<file path="src/rtl/symbol_demapper.sv">
// symbol_demapper: 8-FSK symbol stream -> 174-bit LDPC codeword with Costas sync check
// Optional Costas checking is enabled by defining SYMBOL_DEMAPPER_SYNC_CHECK_EN.
module symbol_demapper #(
    parameter int SYNC_ERR_MAX = 3
) (
    input  logic         clk,
    input  logic         rst,
    input  logic [2:0]   symbol_in,
    input  logic         symbol_valid,
    input  logic         frame_start,
    output logic         symbol_ready,
    output logic [173:0] codeword,
    output logic         codeword_valid,
    input  logic         codeword_ready,
    output logic [4:0]   sync_errors,
    output logic         sync_ok,
    output logic         busy
);
    typedef enum logic [1:0] {IDLE, COLLECT, DONE} state_t;
    state_t         state_q, state_d;
    logic [6:0]     pos_q, pos_d;
    logic [173:0]   cw_q, cw_d;
    logic           accept, start, costas, data;
    logic [6:0]     p;
    logic [5:0]     d;
    logic [7:0]     bidx;
`ifdef SYMBOL_DEMAPPER_SYNC_CHECK_EN
    localparam logic [2:0] COSTAS [7] = '{3'd2, 3'd5, 3'd6, 3'd0, 3'd4, 3'd1, 3'd3};
    logic [4:0]     err_q, err_d;
    logic           ok_q, ok_d;
`endif

    // a frame_start symbol always counts as position 0, whatever the current position
    always_comb begin
        accept = symbol_valid && symbol_ready;
        start  = accept && frame_start;
        p      = start ? 7'd0 : pos_q;
        costas = p < 7'd7 || (p >= 7'd36 && p <= 7'd42) || (p >= 7'd72 && p <= 7'd78);
        data   = !costas && p <= 7'd78;
        d      = p <= 7'd35 ? 6'(p - 7'd7) : 6'(p - 7'd14);
        bidx   = 8'(d) * 8'd3;
    end

    // next-state: collect symbols, scatter data tones into the codeword, count Costas misses
    always_comb begin
        state_d = state_q;
        pos_d   = pos_q;
        cw_d    = cw_q;
`ifdef SYMBOL_DEMAPPER_SYNC_CHECK_EN
        err_d   = err_q;
        ok_d    = ok_q;
`endif
        if (state_q == DONE) begin
            if (codeword_ready) state_d = IDLE;
        end else if (start || (accept && state_q == COLLECT)) begin
            if (start) cw_d = '0;
            if (data) cw_d[bidx +: 3] = symbol_in;
`ifdef SYMBOL_DEMAPPER_SYNC_CHECK_EN
            if (start) err_d = '0;
            if (costas && symbol_in != COSTAS[3'(p % 7'd7)] && err_d != 5'd21) err_d = err_d + 5'd1;
            ok_d = p == 7'd78 && 32'(err_d) <= SYNC_ERR_MAX;
`endif
            pos_d   = p + 7'd1;
            state_d = p == 7'd78 ? DONE : COLLECT;
        end
    end

    // state and datapath registers
    always_ff @(posedge clk) begin
        if (rst) begin
            state_q <= IDLE;
            pos_q   <= '0;
            cw_q    <= '0;
`ifdef SYMBOL_DEMAPPER_SYNC_CHECK_EN
            err_q   <= '0;
            ok_q    <= 1'b0;
`endif
        end else begin
            state_q <= state_d;
            pos_q   <= pos_d;
            cw_q    <= cw_d;
`ifdef SYMBOL_DEMAPPER_SYNC_CHECK_EN
            err_q   <= err_d;
            ok_q    <= ok_d;
`endif
        end
    end

    assign symbol_ready   = state_q != DONE;
    assign busy           = state_q == COLLECT;
    assign codeword_valid = state_q == DONE;
    assign codeword       = cw_q;
`ifdef SYMBOL_DEMAPPER_SYNC_CHECK_EN
    assign sync_errors    = err_q;
    assign sync_ok        = ok_q;
`else
    assign sync_errors    = '0;
    assign sync_ok        = codeword_valid && (SYNC_ERR_MAX >= 0);
`endif
endmodule

</file>
<file path="config.mk">
export PLATFORM = sky130hd
export DESIGN_NAME = symbol_demapper
export DESIGN_NICKNAME = d
export VERILOG_FILES = /design/src/rtl/symbol_demapper.sv
export SDC_FILE = /design/constraint.sdc
export NUM_CORES = 1
export LEC_CHECK = 0
export ABC_AREA = 1
export BUFFER_PORTS_ARGS = -buffer_cell sky130_fd_sc_hd__buf_2
export CORE_MARGIN = 2
export CORE_UTILIZATION = 38
export CTS_BUF_LIST = sky130_fd_sc_hd__clkbuf_2
export DETAILED_ROUTE_END_ITERATION = 8
export GPL_ROUTABILITY_DRIVEN = 0
export GPL_TIMING_DRIVEN = 0
export PLACE_DENSITY = 0.62
export SLEW_MARGIN = 5
export SYNTH_ARGS = -nofsm -noshare
export SYNTH_HDL_FRONTEND = slang
export SYNTH_SLANG_ARGS = --single-unit
</file>
<file path="constraint.sdc">
create_clock -name clk -period 7.5 [get_ports clk]
set_input_delay 1.125 -clock clk [delete_from_list [all_inputs] [get_ports clk]]
set_output_delay 1.125 -clock clk [all_outputs]
set_load 0.02 [all_outputs]
</file>
==> flow_metrics.py <==
metrics = {
    "hold_path": {
        "hold_path_depth": 2,
        "hold_start": "rst",
        "min_to": "codeword[122]",
        "min_path_type": "input pin to flop",
    },
    "placed_design": {
        "pre_cts_ws_ns": 2.459,
        "io_buffers": 185,
        "dp_hpwl_mm": 39.71,
    },
    "cts": {
        "clockBufferDepth": 2,
        "cts_hold_buf": 0,
        "cts_resized": 0,
        "clock-root-buffer": "clkbuf_2",
        "insertion_delay_ns": 0.89,
        "cts_buffers": 17,
        "postCtsSetupBuffers": 0,
        "tritoncts": "yes",
        "h-tree-depth": 4,
        "path_clk_slew_ns": 0.30,
        "clock-sinks": 183,
    },
    "global_route": {
        "grt_overflow": 0,
        "grt_usage": 0.3057,
        "grt_pass1_wl_mm": 79.93,
        "grt_start_max_net_pins": 19,
        "antenna_found_initial": 4,
        "grt_pass1_vias": 13782,
    },
    "power": {
        "switchingPower_mw": 1.115,
        "power_frac_seq": 0.454,
        "internal-power_mw": 1.392,
        "p_leak_nw": 7.231,
        "power_frac_comb": 0.331,
        "p_per_area_nw_per_um2": 176.2,
        "swShare": 0.4447,
        "pwr-share-clk": 0.215,
        "vdd_ir_drop_max_mv": 0.08948,
    },
    "synth": {
        "synth-edff-count": 0,
        "synthTopCellsByArea": "dfxtp_1 29%, nand2_1 17%, o21ai_0 13%",
        "synth.avg_cell_area_sq_um": 5.879,
        "synth_area_leader_cell": "dfxtp_1",
        "async_reset_ff_frac": 0,
        "synth.most_common_cell": "nand2_1",
        "ys_ff_latch": 183,
        "synthTopCellsByCount": "550 x nand2_1, 337 x o21ai_0, 282 x nand3_1",
        "netlist.area_leader.share": 0.2928,
        "synth_cells": 2128,
        "yosysSeqAreaShare": 0.2928,
        "yosys_warnings": 0,
        "synth_ff_type": "dfxtp_1",
        "synthesis.area_sq_um": 12510,
        "synth_cell_type_count": 37,
    },
    "drt": {
        "drt_iter0_markers": 2379,
        "vias": 15659,
        "routed_via_density": 5.607,
        "post_drt_wl_per_cell_microns": 19.08,
        "route.detailed.drc": 0,
        "drtAntennaViolNets": 0,
        "drt_first_pass_iters": 8,
        "drt_wl_total_mm": 53.29,
    },
    "critical_path": {
        "rrSetupSlack_ns": 3.05,
        "crit_type": "flop to flop",
        "worst_setup_path_start_kind": "flop",
        "crit_slowest_cell": "nor2_1",
        "cp.arrival_ns": 5.25,
        "cp.required_ns": 8.30,
        "rr_endpoint": "codeword[51]",
        "worstRegToRegCells": 23,
        "max_stage_delay_ns": 0.61,
        "crit_path_max_fanout": 11,
        "cp_common_cell": "inv_1",
        "crit_path_end_kind": "flop",
        "r2r_start": "state_q[1]",
        "cp_cell_sequence": "inv_1, nor2_2, nor2_2, nor2_1, ha_1, nand4_1, buf_2, nand3_2, nand2_4, buf_6, ha_1, inv_1, nand2_1, nand2_2, nor2_2, nand3_1, nor2_1, nand3_1, inv_1, nand2_1, nand3_1, nand2_1, inv_1",
    },
    "finish": {
        "final_util": 0.4386,
        "synthToLayoutAreaGrowth_pct": 13.77,
        "final_nets": 2351,
        "drive_above_1_share": 0.1384,
    },
    "status": {
        "status": "finished, final reports clean",
    },
    "floorplanning": {
        "row_count": 66,
        "io-pin-count": 191,
        "dieArea_sq_um": 34390,
        "die_h_microns": 185.4,
        "core-area_sq_um": 32450,
        "die_x_microns": 185.4,
        "start_util": 0.3855,
    },
    "sta": {
        "final_max_slew_viol_count": 0,
        "fin_ws_ns": 3.054,
        "hold_violations": 0,
        "worst-slew-pin-transition_ns": 1.237,
        "fin_skew_ns": 0.05932,
        "rsz0062_at_grt": "false",
        "finalSetupViolations": 0,
        "clock.fmax_mhz": 224.9,
        "timing.slew.headroom": 0.1752,
        "fin_setup_tns_ns": 0,
        "period_minus_slack_ns": 4.446,
        "period_share": 0.5928,
    },
    "run": {
        "drv_cap": 0,
    },
}
power by group through the flow:
stage | sequential (mW) | clock, mW | combinational, mW
3_3_place_gp | 1.15 | 0 | 0.791
5_1_grt | 1.15 | 0.581 | 0.901
2_1_floorplan | 1.23 | 0 | 0.445
6_report | 1.14 | 0.539 | 0.831
3_5_place_dp | 1.15 | 0 | 0.803
4_1_cts | 1.13 | 0.544 | 0.806
layout make-up:
type                            instances  area (sq um)
Buffer                                143         669.4
Inverter                              289          1087
Multi-Input combinational cell       1517          7106
Sequential cell                       183          3664
Antenna cell                            2         5.005
Clock buffer                           17         85.08
Fill cell                            3501         18220
Tap cell                              442         553.0
Timing Repair Buffer                  185         925.9
Clock inverter                         15         138.9
cell usage in the layout, fill, tap and decap left out, types with 2 or more instances in the layout:
master and count:
nand2_1 550, o21ai_0 337, nand3_1 282, inv_1 275, buf_2 195, dfxtp_1 183
a21oi_1 155, clkbuf_1 101, nor2_1 70, nor2_2 28, nand4_1 22, clkbuf_2 17
nand2_2 14, inv_2 12, buf_4 12, buf_6 10, buf_1 10, nor3_1 9
nand3_2 7, ha_1 7, nand2_4 5, nor2_4 5, conb_1 5, o21ai_1 4
inv_8 4, inv_6 4, o211ai_1 3, o21bai_1 3, clkinv_4 3, diode_2 2
nor4_1 2, clkinv_1 2
metrics by stage:
step / area [sq um] / hold slack [ns] / total power [mW] / cells
floorplan: 12530 / 0.4730 / 1.671 / 2132
global placement: 14000 / 0.4925 / 1.942 / 2759
detailed placement: 14000 / 0.4850 / 1.955 / 2759
CTS: 14230 / 0.4462 / 2.485 / 2791
global route: 14230 / 0.4545 / 2.630 / 2792
finish: 14230 / 0.4753 / 2.507 / 2793
metal layers:
metal  global-route usage  wire (microns)  share of wire
met1               0.4101           21900           0.41
met4               0.1441            2767          0.052
met2               0.4585           22100           0.41
met5                    0              27        0.00051
met3              0.07511            6501           0.12
registers in the layout (all words and copies together), names as in the netlist:
signal / flops
codeword: 174
pos_q: 7
state_q: 2
kinds of logic after synthesis:
logic type                 after synthesis  share of synthesized area
other                                    1                  0.0002997
DFF                                    183                     0.2928
and+or+nand+nor                        999                     0.3549
adders and majority gates                7                   0.007000
xor gates and xnor gates                 1                  0.0007002
AOI/OAI and AO/OA                      505                     0.2038
buffers and inverters                  432                     0.1404
critical path, delay by kind of cell, from the launching register on:
| family | cells | cell delay, ns |
|---|---|---|
| fa+ha+maj | 2 | 0.53 |
| simple gates | 15 | 2.70 |
| buf+inv | 6 | 0.74 |
| flops | 1 | 0.41 |
worst max path at each step:
stage                     slack, ns       endpoint  depth (start not counted)    startpoint
after floorplan                3.53  codeword[153]                         22  symbol_valid
after global placement         2.48   codeword[51]                         23  symbol_valid
after detailed placement       2.46   codeword[51]                         23  symbol_valid
after CTS                      3.25   codeword[51]                         23    state_q[1]
after global routing           2.79   codeword[51]                         23    state_q[1]
final                          3.05   codeword[51]                         23    state_q[1]
Note: power is estimated with default switching activity, not from simulation.
